===== src/rtl/mul_issue_ctrl.sv =====
// Valid/ready front-end for the signed 32x32 multiplier. It launches the
// multiplier, waits for done, and holds a post-processed 32-bit result.
module mul_issue_ctrl #(
  parameter int TAG_W = 4
) (
  input  logic             clk,
  input  logic             rst,
  input  logic             in_valid,
  output logic             in_ready,
  input  logic [1:0]       in_op,
  input  logic [31:0]      in_a,
  input  logic [31:0]      in_b,
  input  logic [TAG_W-1:0] in_tag,
  output logic             mul_start,
  output logic [31:0]      mul_a,
  output logic [31:0]      mul_b,
  input  logic [63:0]      mul_product,
  input  logic             mul_done,
  output logic             out_valid,
  input  logic             out_ready,
  output logic [31:0]      out_result,
  output logic             out_ovf,
  output logic             out_err,
  output logic [TAG_W-1:0] out_tag
);

  localparam logic [1:0]  OP_MUL    = 2'b00;
  localparam logic [1:0]  OP_MULH   = 2'b01;
  localparam logic [1:0]  OP_MULSAT = 2'b10;
  localparam logic [1:0]  OP_RSVD   = 2'b11;
  localparam logic [31:0] SAT_MAX   = 32'h7FFF_FFFF;
  localparam logic [31:0] SAT_MIN   = 32'h8000_0000;

  typedef enum logic [1:0] {
    S_IDLE,
    S_LAUNCH,
    S_WAIT,
    S_HOLD
  } state_t;

  state_t             state_reg;
  logic [1:0]         op_reg;
  logic [TAG_W-1:0]   tag_reg;
  logic               ready_reg;
  logic               start_reg;
  logic               valid_reg;
  logic               ovf_reg;
  logic               err_reg;
  logic [31:0]        a_reg;
  logic [31:0]        b_reg;
  logic [31:0]        result_reg;
  logic [TAG_W-1:0]   out_tag_reg;

  // The product fits in 32 bits only when bits 63..32 all copy bit 31.
  logic [31:0] sign_split;
  genvar gi;
  generate
    for (gi = 0; gi < 32; gi++) begin : g_ovf
      assign sign_split[gi] = mul_product[32+gi] ^ mul_product[31];
    end
  endgenerate

  logic        prod_ovf;
  logic        in_zero;
  logic [31:0] sat_value;
  logic [31:0] result_next;

  assign prod_ovf = |sign_split;
  assign in_zero  = (in_a == 32'd0) || (in_b == 32'd0);

  always_comb begin
    sat_value = mul_product[31:0];
    if (prod_ovf) begin
      sat_value = mul_product[63] ? SAT_MIN : SAT_MAX;
    end
    result_next = mul_product[31:0];
    case (op_reg)
      OP_MUL:    result_next = mul_product[31:0];
      OP_MULH:   result_next = mul_product[63:32];
      OP_MULSAT: result_next = sat_value;
      default:   result_next = mul_product[31:0];
    endcase
  end

  always_ff @(posedge clk) begin
    if (rst) begin
      state_reg   <= S_IDLE;
      op_reg      <= OP_MUL;
      tag_reg     <= '0;
      ready_reg   <= 1'b1;
      start_reg   <= 1'b0;
      valid_reg   <= 1'b0;
      ovf_reg     <= 1'b0;
      err_reg     <= 1'b0;
      a_reg       <= 32'd0;
      b_reg       <= 32'd0;
      result_reg  <= 32'd0;
      out_tag_reg <= '0;
    end else begin
      case (state_reg)
        S_IDLE: begin
          if (in_valid) begin
            op_reg  <= in_op;
            tag_reg <= in_tag;
            if (in_op == OP_RSVD) begin
              result_reg  <= 32'd0;
              ovf_reg     <= 1'b0;
              err_reg     <= 1'b1;
              out_tag_reg <= in_tag;
              valid_reg   <= 1'b1;
              ready_reg   <= 1'b0;
              state_reg   <= S_HOLD;
            end else if (in_zero) begin
              // A zero operand needs no multiplier round trip.
              result_reg  <= 32'd0;
              ovf_reg     <= 1'b0;
              err_reg     <= 1'b0;
              out_tag_reg <= in_tag;
              valid_reg   <= 1'b1;
              ready_reg   <= 1'b0;
              state_reg   <= S_HOLD;
            end else begin
              a_reg     <= in_a;
              b_reg     <= in_b;
              start_reg <= 1'b1;
              ready_reg <= 1'b0;
              state_reg <= S_LAUNCH;
            end
          end
        end
        S_LAUNCH: begin
          // done may still be high from the previous op; the multiplier
          // clears it on this edge, so it is not looked at here.
          start_reg <= 1'b0;
          state_reg <= S_WAIT;
        end
        S_WAIT: begin
          if (mul_done) begin
            result_reg  <= result_next;
            ovf_reg     <= prod_ovf;
            err_reg     <= 1'b0;
            out_tag_reg <= tag_reg;
            valid_reg   <= 1'b1;
            state_reg   <= S_HOLD;
          end
        end
        S_HOLD: begin
          if (out_ready) begin
            valid_reg <= 1'b0;
            ready_reg <= 1'b1;
            state_reg <= S_IDLE;
          end
        end
        default: begin
          start_reg <= 1'b0;
          valid_reg <= 1'b0;
          ready_reg <= 1'b1;
          state_reg <= S_IDLE;
        end
      endcase
    end
  end

  assign in_ready   = ready_reg;
  assign mul_start  = start_reg;
  assign mul_a      = a_reg;
  assign mul_b      = b_reg;
  assign out_valid  = valid_reg;
  assign out_result = result_reg;
  assign out_ovf    = ovf_reg;
  assign out_err    = err_reg;
  assign out_tag    = out_tag_reg;

endmodule


===== config.mk =====
export PLATFORM = sky130hd
export DESIGN_NAME = mul_issue_ctrl
export DESIGN_NICKNAME = d
export VERILOG_FILES = /design/src/rtl/mul_issue_ctrl.sv
export SDC_FILE = /design/constraint.sdc
export NUM_CORES = 1
export LEC_CHECK = 0
export BUFFER_PORTS_ARGS = -buffer_cell sky130_fd_sc_hd__buf_2
export CAP_MARGIN = 25
export CORE_UTILIZATION = 41
export DETAILED_ROUTE_END_ITERATION = 12
export GPL_TIMING_DRIVEN = 1
export PLACE_DENSITY = 0.81
export SLEW_MARGIN = 25
export SYNTH_ARGS = -nofsm -noshare
export SYNTH_HDL_FRONTEND = slang
export SYNTH_SLANG_ARGS = --single-unit
export TNS_END_PERCENT = 1

===== constraint.sdc =====
create_clock -name clk -period 3.46 [get_ports clk]
set_input_delay 0.173 -clock clk [delete_from_list [all_inputs] [get_ports clk]]
set_output_delay 0.173 -clock clk [all_outputs]
set_load 0.01 [all_outputs]

# Word-level counts from Yosys, hierarchy flattened

Cells that the tools add are included.

Flip-flop bits (word level): 113
Latch bits: 0
Bits in writable memories: 0
Bits in read-only memories: 0
Input port bits: 139
Output and inout bits: 105
Logic and storage cells: 115
Memories kept: 0

$add $sub $neg: 0
Multiply operators: 0
Divide/modulo/power cells: 0
Order comparisons: 0
Eq/ne operators: 12
Shift operators: 0
Multiplexer cells: 41
Bitwise logic cells: 34
Reductions and logical operators: 16

Operators with widths:

| cell                                                             | number |
|---|---|
| 32-bit 2-to-1 mux                                                | 6 |
| 32-bit one-hot mux with 2 select lines                           | 2 |
| 32-bit logical NOT                                               | 2 |
| 32-bit OR reduction                                              | 1 |
| 1-bit XOR                                                        | 32 |
| 1-bit 2-to-1 mux                                                 | 17 |
| 4-bit 2-to-1 mux                                                 | 4 |
| 4-bit AND reduction                                              | 3 |
| 2-bit 2-to-1 mux                                                 | 5 |
| 2-bit inequality test (second input constant)                    | 5 |
| 2-bit == test (second input constant)                            | 4 |
| 1-bit one-hot mux with 2 select lines                            | 4 |
| 2-bit one-hot mux with 4 select lines                            | 1 |
| 4-bit one-hot mux with 2 select lines                            | 1 |
| 3-bit AND reduction                                              | 2 |
| 2-bit nonzero test                                               | 3 |
| 5-bit AND reduction                                              | 1 |
| 2-bit by 1-bit == test with 1-bit output (second input constant) | 2 |
| 3-bit inequality test (second input constant)                    | 1 |
| 1-bit one-hot mux with 3 select lines                            | 1 |
| 3-bit nonzero test                                               | 1 |
| 2-bit logical NOT                                                | 1 |
| 1-bit inverter                                                   | 2 |
| 2-bit AND reduction                                              | 1 |
| 1-bit logical OR                                                 | 1 |

# Longest topological paths before layout

Word-level depth: 6
Depth in mapped cells: 10
Mapped depth without buffers: 8

# Worst setup path after synthesis

OpenSTA, ideal clock, no wires.

Kind: reg2reg
Start point: register state_reg[0]
End point: register result_reg[0], in the netlist out_result[0]
Setup time: 71 ps
Arrival time: 1807 ps
Data required time: 3389 ps
Setup slack: 1583 ps
Cell stages (with the launch flop): 11
Path buffers: 2
Clock period less this slack: 1877 ps
Cells stage by stage: dfxtp_1 -> inv_1 -> ha_1 -> buf_2 -> nor2_1 -> a21oi_1 -> nand2_1 -> a21oi_2 -> nor3_1 -> clkbuf_1 -> o2bb2ai_1

Cells in the longest elaborated chain, start to end: 3
Elaborated cells between the ends (all ways): 8
Classes of those cells: 4 x eq/ne; 1 x mux; 3 x reduce/logical

RTL lines:

| what                                                          | line | source |
|---|---|---|
| start, declared                                               | 41   | `state_t state_reg;` |
| start signal, assigned                                        | 87   | `state_reg <= S_IDLE;` |
| start signal, assigned                                        | 112  | `state_reg <= S_HOLD;` |
| start signal, assigned                                        | 121  | `state_reg <= S_HOLD;` |
| 2-bit == test / 2-bit logical NOT (equally long branches)     | 100  | `case (state_reg)` |
| 2-bit inequality test (no line), or another cell as far along | --   |  |
| 4-bit AND reduction (no line)                                 | --   |  |
| end signal, assigned                                          | 139  | `result_reg <= result_next;` |
| end, declared                                                 | 51   | `logic [31:0] result_reg;` |

Several ways; a longest one is shown, not always the timed one.
A chain may end at the register's enable or synchronous reset.

# Worst setup path in the final report

Start point: register state_reg[0]
End point: register b_reg[12], in the netlist mul_b[12]

Cells in the longest elaborated chain, start to end: 2

RTL lines:

| what                          | line | source |
|---|---|---|
| 2-bit logical NOT             | 100  |  |
| 4-bit AND reduction (no line) | --   |  |
| end signal, assigned          | 124  | `b_reg <= in_b;` |
| end, declared                 | 50   | `logic [31:0] b_reg;` |

No other way between the ends.

==> results_dict.tcl <==
set metrics [dict create \
    path_cells "inv_1 > ha_1 > nand2_1 > and3b_4 > buf_4 > mux2i_1 > nor2_1" \
    switchingPower_mw 1.32 \
    synth_most_common_cell "dfxtp_1" \
    wirelength_um 14200 \
    grt_pass1_wl_um 22500 \
    fillers 1013 \
    synth_common_cells "dfxtp_1, nor2_1, mux2i_1" \
    grt.met1_usage_pct 25.9 \
    synth-main-ff-cell "dfxtp_1" \
    slew_headroom_pct 34.1 \
    vias 4722 \
    multiInputGateArea_um2 2460 \
    drt_iter0_drc 194 \
    initial_core_util_pct 42.9 \
    numClockSinks 113 \
    busiest_layer "met2" \
    area_growth_pct 37.5 \
    outcome "completed" \
    syn_inst 486 \
    dpl_cell_area_um2 6240 \
    period_share_pct 71.6 \
    drt.antenna.violating_nets 0 \
    syn_nets 631 \
    r2r_cells 7 \
    yosysWarnings 0 \
    report.final.slew_viol_count 0 \
    antennaDiodeCount 0 \
    worst_hold_path.endpoint "mul_b[28]" \
    cts_hold_buf 0 \
    fin_setup_tns_ps 0 \
    p_int_mw 3.26 \
    netlist_area_um2 5000 \
    avgSynthCellArea_um2 10.3 \
    clkPwrFrac_pct 40.9 \
    cp_slowest_cell "and3b_4" \
    min_from "in_b[28]" \
    drive_gt1_share_pct 43.4 \
    grt_use_total_pct 22.8 \
    die_h_um 112 \
    met3_usage_pct 7.72 \
    max_freq_mhz 404 \
    tightest_slew_ps 986 \
    remaining_drc_errors 0 \
    cts-root-buf "clkbuf_16" \
    rows 39 \
    cts_resized 0 \
    setup_violations 0 \
    clk_latency_ps 410 \
    postLayoutCellArea_um2 6880 \
    min_path_cells 3 \
    p_leak_nw 3.07 \
    hold_viol_final 0 \
    core-area_um2 11700 \
    synthSimpleGateAreaFrac_pct 14.7 \
    synth.distinct_cells 37 \
    final-seq-area_um2 2260 \
    critPathKind "register to register" \
    grt_max_degree 62 \
    clkSlewWorstSetupHoldPaths_ps 50 \
    yosys.area.top_type "dfxtp_1" \
    slowest_delay_ps 790 \
    grt_pass1_vias 4589 \
    worstPathRequired_ps 3730 \
    synthAdderAreaFrac_pct 1.50 \
    seqPwrFrac_pct 33.7 \
    final_nets 864 \
    synth_compound_area_share_pct 18.7 \
    vdd_drop_max_uv 391 \
    drtPass1Iterations 4 \
    pre_cts_ws_ps 985 \
    reg2reg_from "state_reg[0]" \
    place_hpwl_um 10700 \
    die_x_um 112 \
    finalHoldWorstSlack_ps 12.5 \
    synth_top_area_share_pct 45.2 \
    synthMuxAreaShare_pct 13.8 \
    pwr-share-comb_pct 25.3 \
    synthTopCellsByArea "dfxtp_1, mux2i_1, a221oi_2" \
    async_reset_ff_share_pct 0 \
    synth_edf_count 0 \
    crit_path_max_fanout 33 \
    hold_path.class "input port to register" \
    routedWlPerCell_um 16.3 \
    cts_buffers 17 \
    globalplace.congestion 0.774 \
    max-cap-violations 0 \
    yosysSeqAreaShare_pct 45.2 \
    r2r_end "mul_b[12]" \
    start_kind "register" \
    powerDensity_nw_per_um2 666 \
    post-cts-setup-buffers 0 \
    clockBufferDepth 2 \
    io_buffers 243 \
    rsz0062_at_grt "false" \
    path_delay_family "simple AND/OR/NAND/NOR gates" \
    ys_seq_elements 113 \
    finalCriticalPeriod_ps 2480 \
    crit_arrival_ps 2750 \
    met2_usage_pct 39.6 \
    synth-xor-area-share_pct 0 \
    cp_num_buf_inv 2 \
    swShare_pct 28.8 \
    setup_ws_ps 983 \
    antenna_found_initial 3 \
    die_area_um2 12600 \
    cts_tree "built" \
    cp-end-kind "register" \
    skew_ps 9.76 \
    regToRegSetupSlack_ps 980 \
    synth_top_family_by_area "compound AO/OA/AOI/OAI gates" \
    vias_per_cell 5.40 \
    overflow 0 \
    cts_max_level 4 \
    io_pins 244 \
]
==> final cells by class <==
type,instances,share of cell area (%)
Multi-Input combinational cell,327,35.8
Sequential cell,113,32.9
Timing Repair Buffer,252,18.9
Clock buffer,23,7.09
Tap cell,143,2.60
Clock inverter,9,2.22
Inverter,8,0.436
==> worst min-delay path: stages <==
cell and delay (ps):
buf_2 90, mux2i_1 60, nor2_1 70
==> how the worst max path moves through the flow <==
stage	startpoint	to	cells after the start
2_1_floorplan	state_reg[0]	out_result[0]	10
3_3_place_gp	in_a[7]	mul_b[14]	8
3_5_place_dp	state_reg[1]	mul_b[13]	7
4_1_cts	state_reg[1]	mul_a[14]	7
5_1_grt	state_reg[0]	mul_a[4]	7
6_report	state_reg[0]	mul_b[12]	7
==> per-stage QoR <==
stage               utilization, %  power (mW)  std cells
floorplan                        -        2.41        486
global placement              53.3        2.71        842
detailed placement            53.5        2.73        843
CTS                           59.0        4.61        875
global route                  59.0        4.80        875
finish                        59.0        4.58        875
==> power groups by stage <==
stage                     logic [mW]  clock network, mW  registers [mW]
final                           1.16               1.88            1.55
after global routing            1.27               1.97            1.56
after CTS                       1.17               1.90            1.54
after detailed placement        1.17                  0            1.57
after global placement          1.14                  0            1.57
after floorplan                0.784                  0            1.63
==> logic make-up after synthesis <==
group           after synthesis
compound gates               98
fa+ha+maj                     6
buf+inv                      46
flops                       113
mux                          69
simple gates                154
==> routing by layer <==
layer / routed length [um] / vias to the layer above
met3: 1060 / 22
met2: 6980 / 204
li1: - / 2294
met1: 5950 / 2196
met4: 200 / 6
met5: 44 / -
==> cells in the final DEF, fill, tap and decap left out, types with 3 or more instances in the layout <==
master / instances
or3_1: 4
dfxtp_1: 113
nor2_1: 70
nor3_1: 13
o2bb2ai_1: 31
mux2i_1: 69
nand4_1: 9
o21ai_0: 4
buf_2: 243
or4_1: 4
nand2_1: 15
buf_4: 8
a221oi_1: 10
bufinv_16: 4
clkbuf_8: 4
clkbuf_16: 17
inv_1: 8
clkinvlp_4: 3
nand3_1: 10
ha_1: 6
a221oi_2: 23
o21a_1: 4
nor4_1: 20
a21oi_1: 12
or3b_2: 3
Power figures use the tool's default switching activity.
